--- config.mk ---
export PLATFORM = sky130hd
export DESIGN_NAME = board_sprite_sched
export DESIGN_NICKNAME = d
export VERILOG_FILES = /design/src/rtl/chess_pkg.sv /design/src/rtl/board_store.sv /design/src/rtl/board_sprite_sched.sv
export SDC_FILE = /design/constraint.sdc
export NUM_CORES = 1
export LEC_CHECK = 0
export BUFFER_PORTS_ARGS = -buffer_cell sky130_fd_sc_hd__buf_2
export CORE_ASPECT_RATIO = 0.8
export CORE_UTILIZATION = 30
export DETAILED_ROUTE_END_ITERATION = 7
export PLACE_DENSITY_LB_ADDON = 0.3
export RECOVER_POWER = 100
export SLEW_MARGIN = 5
export SYNTH_ARGS = -nofsm -noshare
export SYNTH_HDL_FRONTEND = slang
export SYNTH_SLANG_ARGS = --single-unit
--- constraint.sdc ---
create_clock -name vga_clk -period 16.2 [get_ports vga_clk]
set_clock_uncertainty 0.2 [all_clocks]
set_input_delay 4.05 -clock vga_clk [delete_from_list [all_inputs] [get_ports vga_clk]]
set_output_delay 4.05 -clock vga_clk [all_outputs]
set_load 0.02 [all_outputs]
--- src/rtl/chess_pkg.sv ---
// Shared chessboard types, geometry constants and the start-position layout.
package chess_pkg;

   localparam int SQ_PX    = 55;
   localparam int BOARD_SQ = 8;

   typedef enum logic [3:0] {
      EMPTY    = 4'd0,
      W_PAWN   = 4'd1,
      W_KNIGHT = 4'd2,
      W_BISHOP = 4'd3,
      W_ROOK   = 4'd4,
      W_QUEEN  = 4'd5,
      W_KING   = 4'd6,
      B_PAWN   = 4'd7,
      B_KNIGHT = 4'd8,
      B_BISHOP = 4'd9,
      B_ROOK   = 4'd10,
      B_QUEEN  = 4'd11,
      B_KING   = 4'd12
   } piece_t;

   typedef logic [5:0] sq_t;

   typedef enum logic [1:0] {
      IDLE   = 2'd0,
      WAIT   = 2'd1,
      COMMIT = 2'd2
   } arb_state_t;

   // Square index is {row, col}; black back rank sits on row 0 (top of screen).
   function automatic piece_t start_piece(input sq_t sq);
      piece_t     p;
      logic [2:0] r;
      logic [2:0] c;
      r = sq[5:3];
      c = sq[2:0];
      p = EMPTY;
      case (r)
         3'd0: case (c)
                  3'd0, 3'd7: p = B_ROOK;
                  3'd1, 3'd6: p = B_KNIGHT;
                  3'd2, 3'd5: p = B_BISHOP;
                  3'd3:       p = B_QUEEN;
                  default:    p = B_KING;
               endcase
         3'd1: p = B_PAWN;
         3'd6: p = W_PAWN;
         3'd7: case (c)
                  3'd0, 3'd7: p = W_ROOK;
                  3'd1, 3'd6: p = W_KNIGHT;
                  3'd2, 3'd5: p = W_BISHOP;
                  3'd3:       p = W_QUEEN;
                  default:    p = W_KING;
               endcase
         default: p = EMPTY;
      endcase
      return p;
   endfunction

endpackage

--- src/rtl/board_store.sv ---
// 64x4 board register file: combinational read, one write port, synchronous
// reload of the start position (load_start wins over a write).
module board_store
   import chess_pkg::*;
(
   input  logic       clk,
   input  logic       load_start,
   input  logic       we,
   input  sq_t        wr_addr,
   input  logic [3:0] wr_data,
   input  sq_t        rd_addr,
   output logic [3:0] rd_data
);

   logic [63:0][3:0] mem_q;
   logic [63:0][3:0] mem_d;

   always_comb begin
      mem_d = mem_q;
      if (load_start) begin
         for (int i = 0; i < 64; i++) mem_d[i] = start_piece(sq_t'(i));
      end else if (we) begin
         mem_d[wr_addr] = wr_data;
      end
   end

   always_ff @(posedge clk) begin
      mem_q <= mem_d;
   end

   assign rd_data = mem_q[rd_addr];

endmodule

--- src/rtl/board_sprite_sched.sv ---
// Per-pixel chessboard sprite scheduler: beam-to-square tracking, sprite
// select/address generation and tear-free arbitration of board-store writes.
module board_sprite_sched
   import chess_pkg::*;
#(
   parameter int BOARD_X0 = 100,
   parameter int BOARD_Y0 = 20,
   parameter int SQ       = SQ_PX,
   parameter int V_ACTIVE = 480
)(
   input  logic        vga_clk,
   input  logic        reset,
   input  logic [9:0]  DrawX,
   input  logic [9:0]  DrawY,
   input  logic        wr_req,
   input  logic [5:0]  wr_sq,
   input  logic [3:0]  wr_piece,
   input  logic        clr_req,
   output logic        wr_ack,
   output logic [3:0]  sprite_sel,
   output logic [11:0] sprite_addr,
   output logic        piece_on,
   output logic        board_on,
   output logic        square_dark,
   output logic        frame_busy
);

   localparam int BOARD_PX = BOARD_SQ * SQ;

   logic [2:0]  col_q, col_d, row_q, row_d;
   logic [5:0]  offx_q, offx_d, offy_q, offy_d;
   logic        xin_q, xin_d, yin_q, yin_d;
   logic [11:0] ybase_q, ybase_d;

   logic [3:0]  sprite_sel_q, sprite_sel_d;
   logic [11:0] sprite_addr_q, sprite_addr_d;
   logic        piece_on_q, piece_on_d;
   logic        board_on_q, board_on_d;
   logic        square_dark_q, square_dark_d;
   logic        frame_busy_q, frame_busy_d;
   logic        wr_ack_q, wr_ack_d;

   arb_state_t  state_q, state_d;
   logic        store_we, store_clr;
   logic [3:0]  rd_piece;
   logic        line_start, in_rows;

   assign line_start = (DrawX == 10'd0);
   assign in_rows    = (DrawY >= 10'(BOARD_Y0)) && (DrawY <= 10'(BOARD_Y0 + BOARD_PX - 1));

   // Beam trackers. Outputs are built from the next-state values so the
   // scheduler adds exactly one cycle of latency from DrawX/DrawY.
   always_comb begin
      col_d   = col_q;
      offx_d  = offx_q;
      xin_d   = xin_q;
      row_d   = row_q;
      offy_d  = offy_q;
      yin_d   = yin_q;
      ybase_d = ybase_q;

      if (DrawX == 10'(BOARD_X0)) begin
         col_d  = '0;
         offx_d = '0;
         xin_d  = 1'b1;
      end else if (xin_q) begin
         if (offx_q == 6'(SQ - 1)) begin
            offx_d = '0;
            if (col_q == 3'd7) xin_d = 1'b0;
            else               col_d = col_q + 3'd1;
         end else begin
            offx_d = offx_q + 6'd1;
         end
      end

      if (line_start) begin
         if (DrawY >= 10'(V_ACTIVE)) begin
            yin_d = 1'b0;
         end else if (DrawY == 10'(BOARD_Y0)) begin
            row_d  = '0;
            offy_d = '0;
            yin_d  = 1'b1;
         end else if (yin_q) begin
            if (offy_q == 6'(SQ - 1)) begin
               offy_d = '0;
               if (row_q == 3'd7) yin_d = 1'b0;
               else               row_d = row_q + 3'd1;
            end else begin
               offy_d = offy_q + 6'd1;
            end
         end
         ybase_d = 12'(offy_d) * 12'(SQ);
      end
   end

   always_comb begin
      board_on_d    = xin_d & yin_d;
      sprite_sel_d  = board_on_d ? rd_piece : 4'd0;
      piece_on_d    = board_on_d & (sprite_sel_d != 4'd0);
      sprite_addr_d = board_on_d ? (ybase_d + 12'(offx_d)) : 12'd0;
      square_dark_d = row_d[0] ^ col_d[0];
      frame_busy_d  = yin_d | in_rows;
   end

   // Write arbiter. IDLE ignores requests during the ack cycle so a requester
   // that drops its request on seeing wr_ack does not start a phantom round.
   always_comb begin
      state_d   = state_q;
      store_we  = 1'b0;
      store_clr = 1'b0;
      wr_ack_d  = 1'b0;
      case (state_q)
         IDLE:   if ((clr_req || wr_req) && !wr_ack_q) state_d = WAIT;
         WAIT:   if (!frame_busy_q) state_d = COMMIT;
         COMMIT: begin
            state_d = IDLE;
            if (clr_req) begin
               store_clr = 1'b1;
               wr_ack_d  = 1'b1;
            end else if (wr_req) begin
               store_we = 1'b1;
               wr_ack_d = 1'b1;
            end
         end
         default: state_d = IDLE;
      endcase
   end

   always_ff @(posedge vga_clk) begin
      if (reset) begin
         col_q         <= '0;
         offx_q        <= '0;
         xin_q         <= 1'b0;
         row_q         <= '0;
         offy_q        <= '0;
         yin_q         <= 1'b0;
         ybase_q       <= '0;
         sprite_sel_q  <= '0;
         sprite_addr_q <= '0;
         piece_on_q    <= 1'b0;
         board_on_q    <= 1'b0;
         square_dark_q <= 1'b0;
         frame_busy_q  <= 1'b0;
         wr_ack_q      <= 1'b0;
         state_q       <= IDLE;
      end else begin
         col_q         <= col_d;
         offx_q        <= offx_d;
         xin_q         <= xin_d;
         row_q         <= row_d;
         offy_q        <= offy_d;
         yin_q         <= yin_d;
         ybase_q       <= ybase_d;
         sprite_sel_q  <= sprite_sel_d;
         sprite_addr_q <= sprite_addr_d;
         piece_on_q    <= piece_on_d;
         board_on_q    <= board_on_d;
         square_dark_q <= square_dark_d;
         frame_busy_q  <= frame_busy_d;
         wr_ack_q      <= wr_ack_d;
         state_q       <= state_d;
      end
   end

   board_store u_store (
      .clk        (vga_clk),
      .load_start (reset | store_clr),
      .we         (store_we),
      .wr_addr    (wr_sq),
      .wr_data    (wr_piece),
      .rd_addr    ({row_d, col_d}),
      .rd_data    (rd_piece)
   );

   assign wr_ack      = wr_ack_q;
   assign sprite_sel  = sprite_sel_q;
   assign sprite_addr = sprite_addr_q;
   assign piece_on    = piece_on_q;
   assign board_on    = board_on_q;
   assign square_dark = square_dark_q;
   assign frame_busy  = frame_busy_q;

endmodule

* Yosys cells after proc, flatten, opt, wreduce, memory -nomap -nowiden
Index checks and enable logic that the tools add are counted.
** Word-level totals
- Latch bits :: 0
- Memory bits (read-only) :: 0
- Memories kept :: 0
- Logic and storage cells :: 163
- Output and inout port bits :: 21
- Register bits :: 311
- Bits in writable memories :: 0
** Cells by class
- Equal/unequal tests :: 10
- Multiply operators :: 1
- Add/sub/neg operators :: 5
- Bitwise operators :: 7
- Div/mod/pow operators :: 0
- Shift operators :: 0
- Muxes and demuxes :: 44
- Order comparisons :: 6
- Reduce and logical (&&, ||, !) cells :: 11
** Operators with widths (count)
- $bwmux W256 :: 1
- $mux W6 :: 8
- $mux W3 :: 10
- $bmux W4 S6 :: 1
- $demux W4 S6 :: 1
- $mux W1 :: 16
- $lt A6 B7 Y1 const B :: 2
- $add A12 B6 Y12 :: 1
- $add A6 B1 Y6 const B :: 2
- $eq A6 B6 Y1 const B :: 2
- $mul A6 B6 Y12 const B :: 1
- $mux W12 :: 1
- $mux W4 :: 3
- $eq A10 B5 Y1 const B :: 1
- $eq A10 B7 Y1 const B :: 1
- $ge A10 B5 Y1 const B :: 1
- $ge A10 B9 Y1 const B :: 1
- $le A10 B9 Y1 const B :: 1
- $logic_not A10 Y1 :: 1
- $add A3 B1 Y3 const B :: 2
- $eq A3 B3 Y1 const B :: 2
- $ge A6 B1 Y1 const B :: 1
- $mux W2 :: 2
- $ne A2 B2 Y1 const B :: 2
- other kinds (14) :: 20

* Longest topological paths before layout
Gate-level depths: netlist of the first run.
- Word-level depth :: 12
- Gate-level depth with buffers :: 24
- Depth with buffers taken out :: 24

* By module
From an unflattened synthesis of the first run, not the netlist that was laid out.
** Unflattened totals
- Cell total of the unflattened synthesis :: 1697
- Area total of the unflattened synthesis :: 15312.2 µm²
** By module, submodules not included
- board_store :: cells each 1292, instances 1, seq. area each 5124.9 µm², area each 11817.6 µm²
- board_sprite_sched :: cells each 405, instances 1, seq. area each 1101.1 µm², area each 3494.6 µm²

* Least setup slack after synthesis of the first run
Ideal clock, no wire load.
- Path type :: input to register
- Start point :: input port DrawY[6]
- End point :: register sprite_addr_q[11] (netlist: sprite_addr[11])
- Path slack :: 7235 ps
- Stages on the path :: 21
- Path buffers :: 0
- Setup time :: 117 ps
- Arrival :: 8648 ps
- Path through :: or4_1 -> nor4_4 -> a21o_1 -> or2_2 -> nand2b_1 -> o21ai_0 -> inv_1 -> fa_1 -> inv_1 -> ha_1 -> fa_1 -> ha_1 -> a21oi_1 -> o21bai_1 -> a21oi_1 -> o21bai_1 -> a211oi_1 -> a221oi_1 -> nor4_1 -> xor2_1 -> nor2_1
** Between the ends
- Word-level cells in the longest chain between the ends :: 7
- Elaborated cells between the ends (all ways) :: 14
- Those cells by class :: add/sub: 1; mul: 1; order compare: 1; eq/ne: 1; mux: 7; bitwise: 2; reduce/logical: 1
** Ends and longest elaborated chain
- start, declared :: RTL line board_sprite_sched.sv:14 : input logic [9:0] DrawY,
- parallel branches: the longest is 7 deep, another holds $mul A6 B6 Y12
- end signal, assigned :: RTL line board_sprite_sched.sv:155 : sprite_addr_q <= sprite_addr_d;
- end, declared :: RTL line board_sprite_sched.sv:36 : logic [11:0] sprite_addr_q, sprite_addr_d;
Several ways; the timed one is not identified. The select of a mux whose other input is x is not followed.
A chain may end at the register's enable or synchronous reset.

* Final worst setup path of the first run
- Start point :: input port reset
- End point :: register u_store.mem_q[67] (netlist name)
** Between the ends
- Word-level cells in the longest chain between the ends :: 1
** Ends and longest elaborated chain
- start, declared :: RTL line board_sprite_sched.sv:12 : input logic reset,
- $or A1 B1 Y1 :: RTL line board_sprite_sched.sv:167 : .load_start (reset | store_clr),
- end signal, assigned :: RTL line board_store.sv:28 : mem_q <= mem_d;
- end, declared :: RTL line board_store.sv:15 : logic [63:0][3:0] mem_q;
Every way passes these cells.

==> results of run 1 <==
## final cells by class
cell class                      instances  share of cell area [%]
Multi-Input combinational cell       1418                    48.6
Tap cell                              675                    4.93
Timing Repair Buffer                   82                    2.51
Clock buffer                           50                    5.99
Clock inverter                         14                   0.884
Inverter                               31                   0.680
Sequential cell                       311                    36.4
## cell usage in the layout (no fill, tap or decap), types with 7 or more instances in the layout
cell type	synthesis	final
nand3_1	201	201
buf_2	18	29
clkbuf_16	0	37
and3_1	10	10
a21o_1	11	11
buf_4	4	23
nor2_1	160	159
xor2_1	11	11
a32oi_1	8	8
fa_1	10	10
mux4_2	13	13
mux2i_1	101	100
ha_1	37	37
inv_1	31	31
o21ai_0	73	73
clkbuf_1	109	38
nor3_1	22	20
dfxtp_1	311	311
a221oi_1	16	16
nand2_1	367	367
xnor2_1	12	12
a31oi_1	7	7
nor2b_1	9	9
a22oi_1	13	14
a211oi_1	10	10
a311oi_1	7	7
clkinv_2	0	9
a21oi_1	219	218
o211ai_1	7	7
## metrics by stage
stage	setup slack [ns]	area [um^2]	util (%)
3_5_place_dp	6.59	16000	32.1
6_report	6.41	17100	34.3
4_1_cts	7.13	17200	34.4
3_3_place_gp	6.67	16000	32.1
5_1_grt	5.97	17100	34.3
2_1_floorplan	7.24	15300	-
## worst paths after layout
kind | startpoint | endpoint | slack, ns
max | reset | u_store.mem_q[67] | 6.41
max reg2reg | offy_q[0] | sprite_addr[11] | 10.05
min reg2reg | u_store.mem_q[158] | u_store.mem_q[158] | 0.25
min | u_store.mem_q[158] | u_store.mem_q[158] | 0.25
## flip-flops by register name (all words and copies together), names as in the netlist
| name | count |
|---|---|
| ybase_q | 12 |
| square_dark | 1 |
| wr_ack | 1 |
| yin_q | 1 |
| row_q | 3 |
| board_on | 1 |
| col_q | 3 |
| offy_q | 6 |
| u_store.mem_q | 256 |
| sprite_addr | 12 |
| piece_on | 1 |
| state_q | 2 |
| offx_q | 6 |
| sprite_sel | 4 |
| xin_q | 1 |
| frame_busy | 1 |
## tightest hold or removal path, cell delays in order (launching register included)
cell and delay, ns:
dfxtp_1 0.31, nand2_1 0.05, a21oi_1 0.05
## report_power, final
| part | internal (mW) | switching, mW |
|---|---|---|
| logic | 0.00948 | 0.0442 |
| registers | 0.766 | 0.000722 |
| clock network | 0.491 | 0.336 |
| total | 1.27 | 0.381 |
## per-layer routing
layer  vias up  part of all wire [%]
met2       429                    45
met1      6724                    47
met3        58                   6.5
met5         -                     0
li1       6607                     -
met4         0                   1.9
## cell families (layout without fill, tap and decap cells)
logic type                 count (synthesis)  in the layout  synth area share (%)
muxes                                    117            117                  8.86
DFF                                      311            311                  40.8
and+or+nand+nor                          821            821                  23.8
adders and majority gates                 47             47                  4.34
AOI/OAI and AO/OA                        410            410                  15.9
xor gates and xnor gates                  23             23                  1.32
buffers and inverters                    186            177                  5.02
==> results.tsv, run 1 <==
stage	metric	value	unit
pwr	Overall Power	1.65	mW
clock_network	Sink Count	311	
critical_path	CP max FO	94	
clock_network	hold buffers post-CTS	0	
sta	RSZ-0062 raised after global routing	false	
synthesis	Synthesized Nets	1996	
detailed_routing	vias per cell	5.35	
pwr	Pwr per Cell Area	96.2	nW/um^2
flow_run	maxcap violations	5	
critical_path	Crit path required time	16.26	ns
critical_path	family with the most delay on the worst path	buffers and inverters	
global_routing	largest net degree at the start of global routing	95	
pwr	Leak Pwr	6.03	nW
clock_network	Root Buffer	clkbuf_16	
floorplanning	die height	204	um
min_path	hold crit path type	reg2reg	
floorplanning	core area	50000	um^2
sta	setup violators final	0	
final_layout	fraction of layout cells with a size suffix above 1	7.61	%
synthesis	Netlist cell types	71	
sta	final hold vios	0	
final_layout	Final Non-Filler Cells	2581	
synthesis	register area share after synthesis	40.8	%
clock_network	CTS resizes	0	
final_layout	fill count	5247	
critical_path	sum of buffers and inverters on the critical path	3	
final_layout	Area Overhead vs Synth	12.1	%
outcome	status	finished, violations left	
clock_network	total CTS buffers	36	
final_layout	n_diodes	0	
global_routing	vias in the first global route	13048	
detailed_routing	vias post-DR	13818	
critical_path	CP dominant cell by count	clkbuf_1	
sta	TNS Setup	0	ns
detailed_routing	Starting DRT DRC Count	1245	
synthesis	Post-synth top cells	nand2_1, dfxtp_1, a21oi_1	
clock_network	Clock transition at path regs	0.06	ns
synthesis	synth top area cells	dfxtp_1, nand2_1, a21oi_1	
floorplanning	Die Wd	254	um
placed_design	dpl hpwl	29.9	mm
global_routing	Total Routing Usage GR	18.3	%
sta	final-report max-slew violation count	287	
outcome	violated checks	max-capacitance violations, max-slew violations	
synthesis	#FFs+latches synth	311	
final_layout	final net count	1961	
critical_path	max incr delay on CP	3.08	ns
sta	Worst Max-Slew Pin Slew	4.33	ns
sta	Final Hold Slack	0.252	ns
clock_network	H-tree depth	2	
sta	Fmax achieved	102	MHz
synthesis	Avg Cell Area, Syn	7.97	um^2
sta	Worst slew margin	-189	%
clock_network	Setup Buffers After CTS	0	
floorplanning	row count	73	
clock_network	clk buf depth	3	
global_routing	Top Usage Layer GRT	met2	
critical_path	WP depth	5	
clock_network	CTS tree	done	
synthesis	Warnings, synthesis	0	
global_routing	initial antenna violation count	0	
global_routing	first-pass GRT wire length	74.7	mm
min_path	depth of the worst hold-timing path	2	
clock_network	Clk Latency, worst-skew pair	0.55	ns
final_layout	Reg area	6230	um^2
critical_path	Worst setup SP type	input pin	
synthesis	Mapped Cells	1915	
floorplanning	I/O pins	55	
critical_path	kind of critical path	in2reg	
detailed_routing	drt wl/cell	18.5	um
critical_path	Worst path slowest cell	clkbuf_1	
synthesis	post-synth top area cell	dfxtp_1	
synthesis	Synth Cell Area	15300	um^2
placed_design	Inst Count DP	2517	
placed_design	GPL Wtd Cong	0.840	
detailed_routing	DR pass1 iterations	7	
detailed_routing	DRT antenna net count	0	
sta	min cycle time layout	9.79	ns
synthesis	count leader, synth	nand2_1	
synthesis	post-synth top area share	40.8	%
critical_path	crit path cell chain	buf_2, clkbuf_1, a21o_1, clkbuf_1, nor2_1	
global_routing	met2 Resource Use GR	28.2	%
detailed_routing	Residual DRC	0	
pwr	peak supply drop	53.9	uV
synthesis	ys async rst share	0	%
floorplanning	die area	51800	um^2
global_routing	met3 Use GR	2.59	%
global_routing	GR Util met1	26.3	%
final_layout	multi-input combinational cell area	8330	um^2
placed_design	port buffer count	54	
synthesis	number of flops mapped to enable cells by yosys	0	
critical_path	Worst Reg-to-Reg Cells	22	
detailed_routing	WL final	47.8	mm
floorplanning	Starting Density	30.6	%
sta	crit share post-route	60.4	%
critical_path	crit path capture type	flip-flop	
global_routing	grt total ovfl	0	
synthesis	Synth Flop Type	dfxtp_1	
critical_path	Crit path arrival time	9.85	ns
(Power assumes the default switching activity.)
==> run 2: changes to the inputs <==
- clock period: 16.2 -> 8.65 ns (I/O delays scaled with it)
==> results.tsv, run 2 (synthesized netlist as in run 1, its figures left out) <==
stage	metric	value	unit	change
pwr	Overall Power	3.09	mW	+87%
final_layout	Final Util	34.4	%	+0.11 points
placed_design	Placement Cell Area	16100	um^2	+0.27%
pwr	Net Sw Power	0.711	mW	+87%
detailed_routing	vias per cell	5.34		-0.17%
critical_path	Crit path required time	8.85	ns	-7.41 ns
critical_path	Worst Reg-to-Reg Cells	13		-41%
sta	min cycle time layout	7.50	ns	
outcome	status	finished, violations left		
critical_path	Crit path arrival time	7.71	ns	-2.14 ns
sta	RSZ-0062 raised after global routing	false		
flow_run	maxcap violations	6		+1
pwr	peak supply drop	107	uV	+99%
final_layout	Area Overhead vs Synth	12.5	%	
min_path	hold crit path type	reg2reg		
pwr	P_int	2.37	mW	+88%
clock_network	Clock transition at path regs	0.06	ns	about the same
detailed_routing	DR pass1 iterations	6		-1
global_routing	largest net degree at the start of global routing	112		+18%
critical_path	Worst setup SP type	input pin		
detailed_routing	drt wl/cell	18.5	um	-0.17%
pwr	sw frac	23.1	%	-0.074 points
critical_path	WP depth	22		+17
sta	Worst Max-Slew Pin Slew	3.64	ns	-0.696 ns
pwr	Combinational Power Share	3.3	%	about the same
sta	final-report max-slew violation count	309		+7.7%
final_layout	design area	17200	um^2	+0.31%
floorplanning	die height	204	um	unchanged
floorplanning	row count	73		unchanged
sta	Worst slew margin	-145	%	+44 points
min_path	worst hold start	u_store.mem_q[158]		
clock_network	CTS resizes	0		unchanged
critical_path	crit path capture type	flip-flop		
pwr	Leak Pwr	6.06	nW	+0.51%
clock_network	CTS tree	done		
final_layout	max reg flops	256		unchanged
final_layout	final net count	1966		+0.25%
placed_design	GPL Wtd Cong	0.873		+3.9%
floorplanning	Starting Density	30.6	%	unchanged
sta	setup violators final	0		unchanged
final_layout	Top reg by flops	u_store.mem_q		
critical_path	r2r endpoint	piece_on		
sta	Final Hold Slack	0.255	ns	+0.00350 ns
sta	TNS Setup	0	ns	unchanged
detailed_routing	WL final	47.9	mm	about the same
clock_network	Sink Count	311		unchanged
final_layout	fill count	5235		-0.23%
sta	crit share post-route	86.7	%	
detailed_routing	DRT antenna net count	0		unchanged
min_path	depth of the worst hold-timing path	2		unchanged
critical_path	Worst path slowest cell	nor4_1		
pwr	Reg power frac	46.5	%	about the same
floorplanning	core area	50000	um^2	unchanged
clock_network	Root Buffer	clkbuf_16		
critical_path	kind of critical path	in2reg		
detailed_routing	vias post-DR	13832		+0.10%
clock_network	Setup Buffers After CTS	0		unchanged
clock_network	hold buffers post-CTS	0		unchanged
critical_path	Critical R2R Launch	offx_q[0]		
pwr	Pwr per Cell Area	180	nW/um^2	+87%
critical_path	Setup crit start	DrawY[6]		
final_layout	fraction of layout cells with a size suffix above 1	7.84	%	+0.23 points
floorplanning	Die Wd	254	um	unchanged
floorplanning	I/O pins	55		unchanged
outcome	violated checks	max-capacitance violations, max-slew violations		
sta	final hold vios	0		unchanged
clock_network	H-tree depth	2		unchanged
critical_path	family with the most delay on the worst path	simple AND/OR/NAND/NOR gates		
clock_network	clk buf depth	3		unchanged
critical_path	sum of buffers and inverters on the critical path	3		unchanged
final_layout	most frequent cells in the layout	nand2_1, dfxtp_1, a21oi_1, nand3_1, nor2_1		
detailed_routing	Starting DRT DRC Count	1194		-4.1%
final_layout	most common cell after layout, fill and taps aside	nand2_1		
sta	Fmax achieved	133	MHz	
global_routing	initial antenna violation count	0		unchanged
critical_path	CP max FO	6		-94%
min_path	hold endpoint	u_store.mem_q[158]		
global_routing	vias in the first global route	13178		+1.0%
floorplanning	die area	51800	um^2	unchanged
final_layout	n_diodes	0		unchanged
detailed_routing	Residual DRC	0		unchanged
placed_design	port buffer count	54		unchanged
placed_design	dpl hpwl	30.2	mm	+1.1%
pwr	Clock power frac	50.2	%	about the same
critical_path	max incr delay on CP	0.67	ns	-2.41 ns
critical_path	crit path cell chain	clkbuf_1, or4_1, nor4_1, a21o_1, or2_2, nand2b_1, o21ai_0, inv_1, fa_1, inv_1, ha_1, fa_1, ha_1, a21oi_1, o21bai_1, a21oi_1, o21bai_1, a211oi_1, a221oi_1, nor4_1, xor2_1, nor2_1		
clock_network	total CTS buffers	37		+2.8%
global_routing	grt total ovfl	0		unchanged
critical_path	setup slack, reg-to-reg	1.37	ns	-8.68 ns
global_routing	first-pass GRT wire length	75.8	mm	+1.4%
clock_network	Clk Latency, worst-skew pair	0.54	ns	about the same
global_routing	Total Routing Usage GR	18.4	%	+0.12 points
==> run 2: changes by cell type in the layout (fill, tap and decap cells not counted) <==
cell       before  now
clkinv_4        0    1
clkbuf_2        0    1
clkbuf_16      37   39
bufinv_16       3    2
buf_12          0    1
buf_2          29   30
clkbuf_1       38   39
o21ai_4         1    0
o21ai_0        73   74
clkbuf_8        5    4
buf_4          23   25
==> run 2: area by class of cell <==
class,instances,area [um^2],share of cell area (%)
timing repair buffer,86,472,2.75
clock buffer,53,1070,6.22
sequential,311,6230,36.3
clock inverter,14,130,0.758
tap,675,845,4.92
inverter,31,116,0.678
multi-input combinational,1418,8320,48.4
==> run 2: worst max path at each step <==
stage	endpoint	slack, ns
4_1_cts	sprite_addr[11]	1.44
3_3_place_gp	sprite_addr[11]	1.02
3_5_place_dp	sprite_addr[11]	0.90
2_1_floorplan	sprite_addr[11]	1.57
6_report	sprite_addr[11]	1.15
5_1_grt	sprite_addr[11]	0.66
==> run 2: metrics by stage <==
stage	cells	worst slack, ns
finish	2588	1.15
global route	2588	0.656
CTS	2588	1.44
detailed placement	2521	0.899
global placement	2521	1.02
floorplan	1915	1.57
==> run 2: power by group through the flow <==
stage                     Combinational [mW]  Clock, mW  Sequential (mW)
after global routing                   0.108       1.64             1.43
after detailed placement               0.102          0             1.47
final                                  0.101       1.55             1.44
after CTS                              0.102       1.58             1.44
after floorplan                       0.0614          0             1.47
after global placement                 0.100          0             1.47
==> run 2: worst min-delay path: stages, from the launching register on <==
cell     delay [ns]
dfxtp_1        0.31
nand2_1        0.05
a21oi_1        0.05
==> run 2: metal layers <==
layer / track usage [%] / vias to the layer above / share of wire [%]
met1: 26.8 / 6714 / 48
met4: 5.40 / 0 / 2.1
met5: 0 / - / 0
met2: 28.3 / 422 / 44
li1: - / 6623 / -
met3: 2.18 / 73 / 5.5
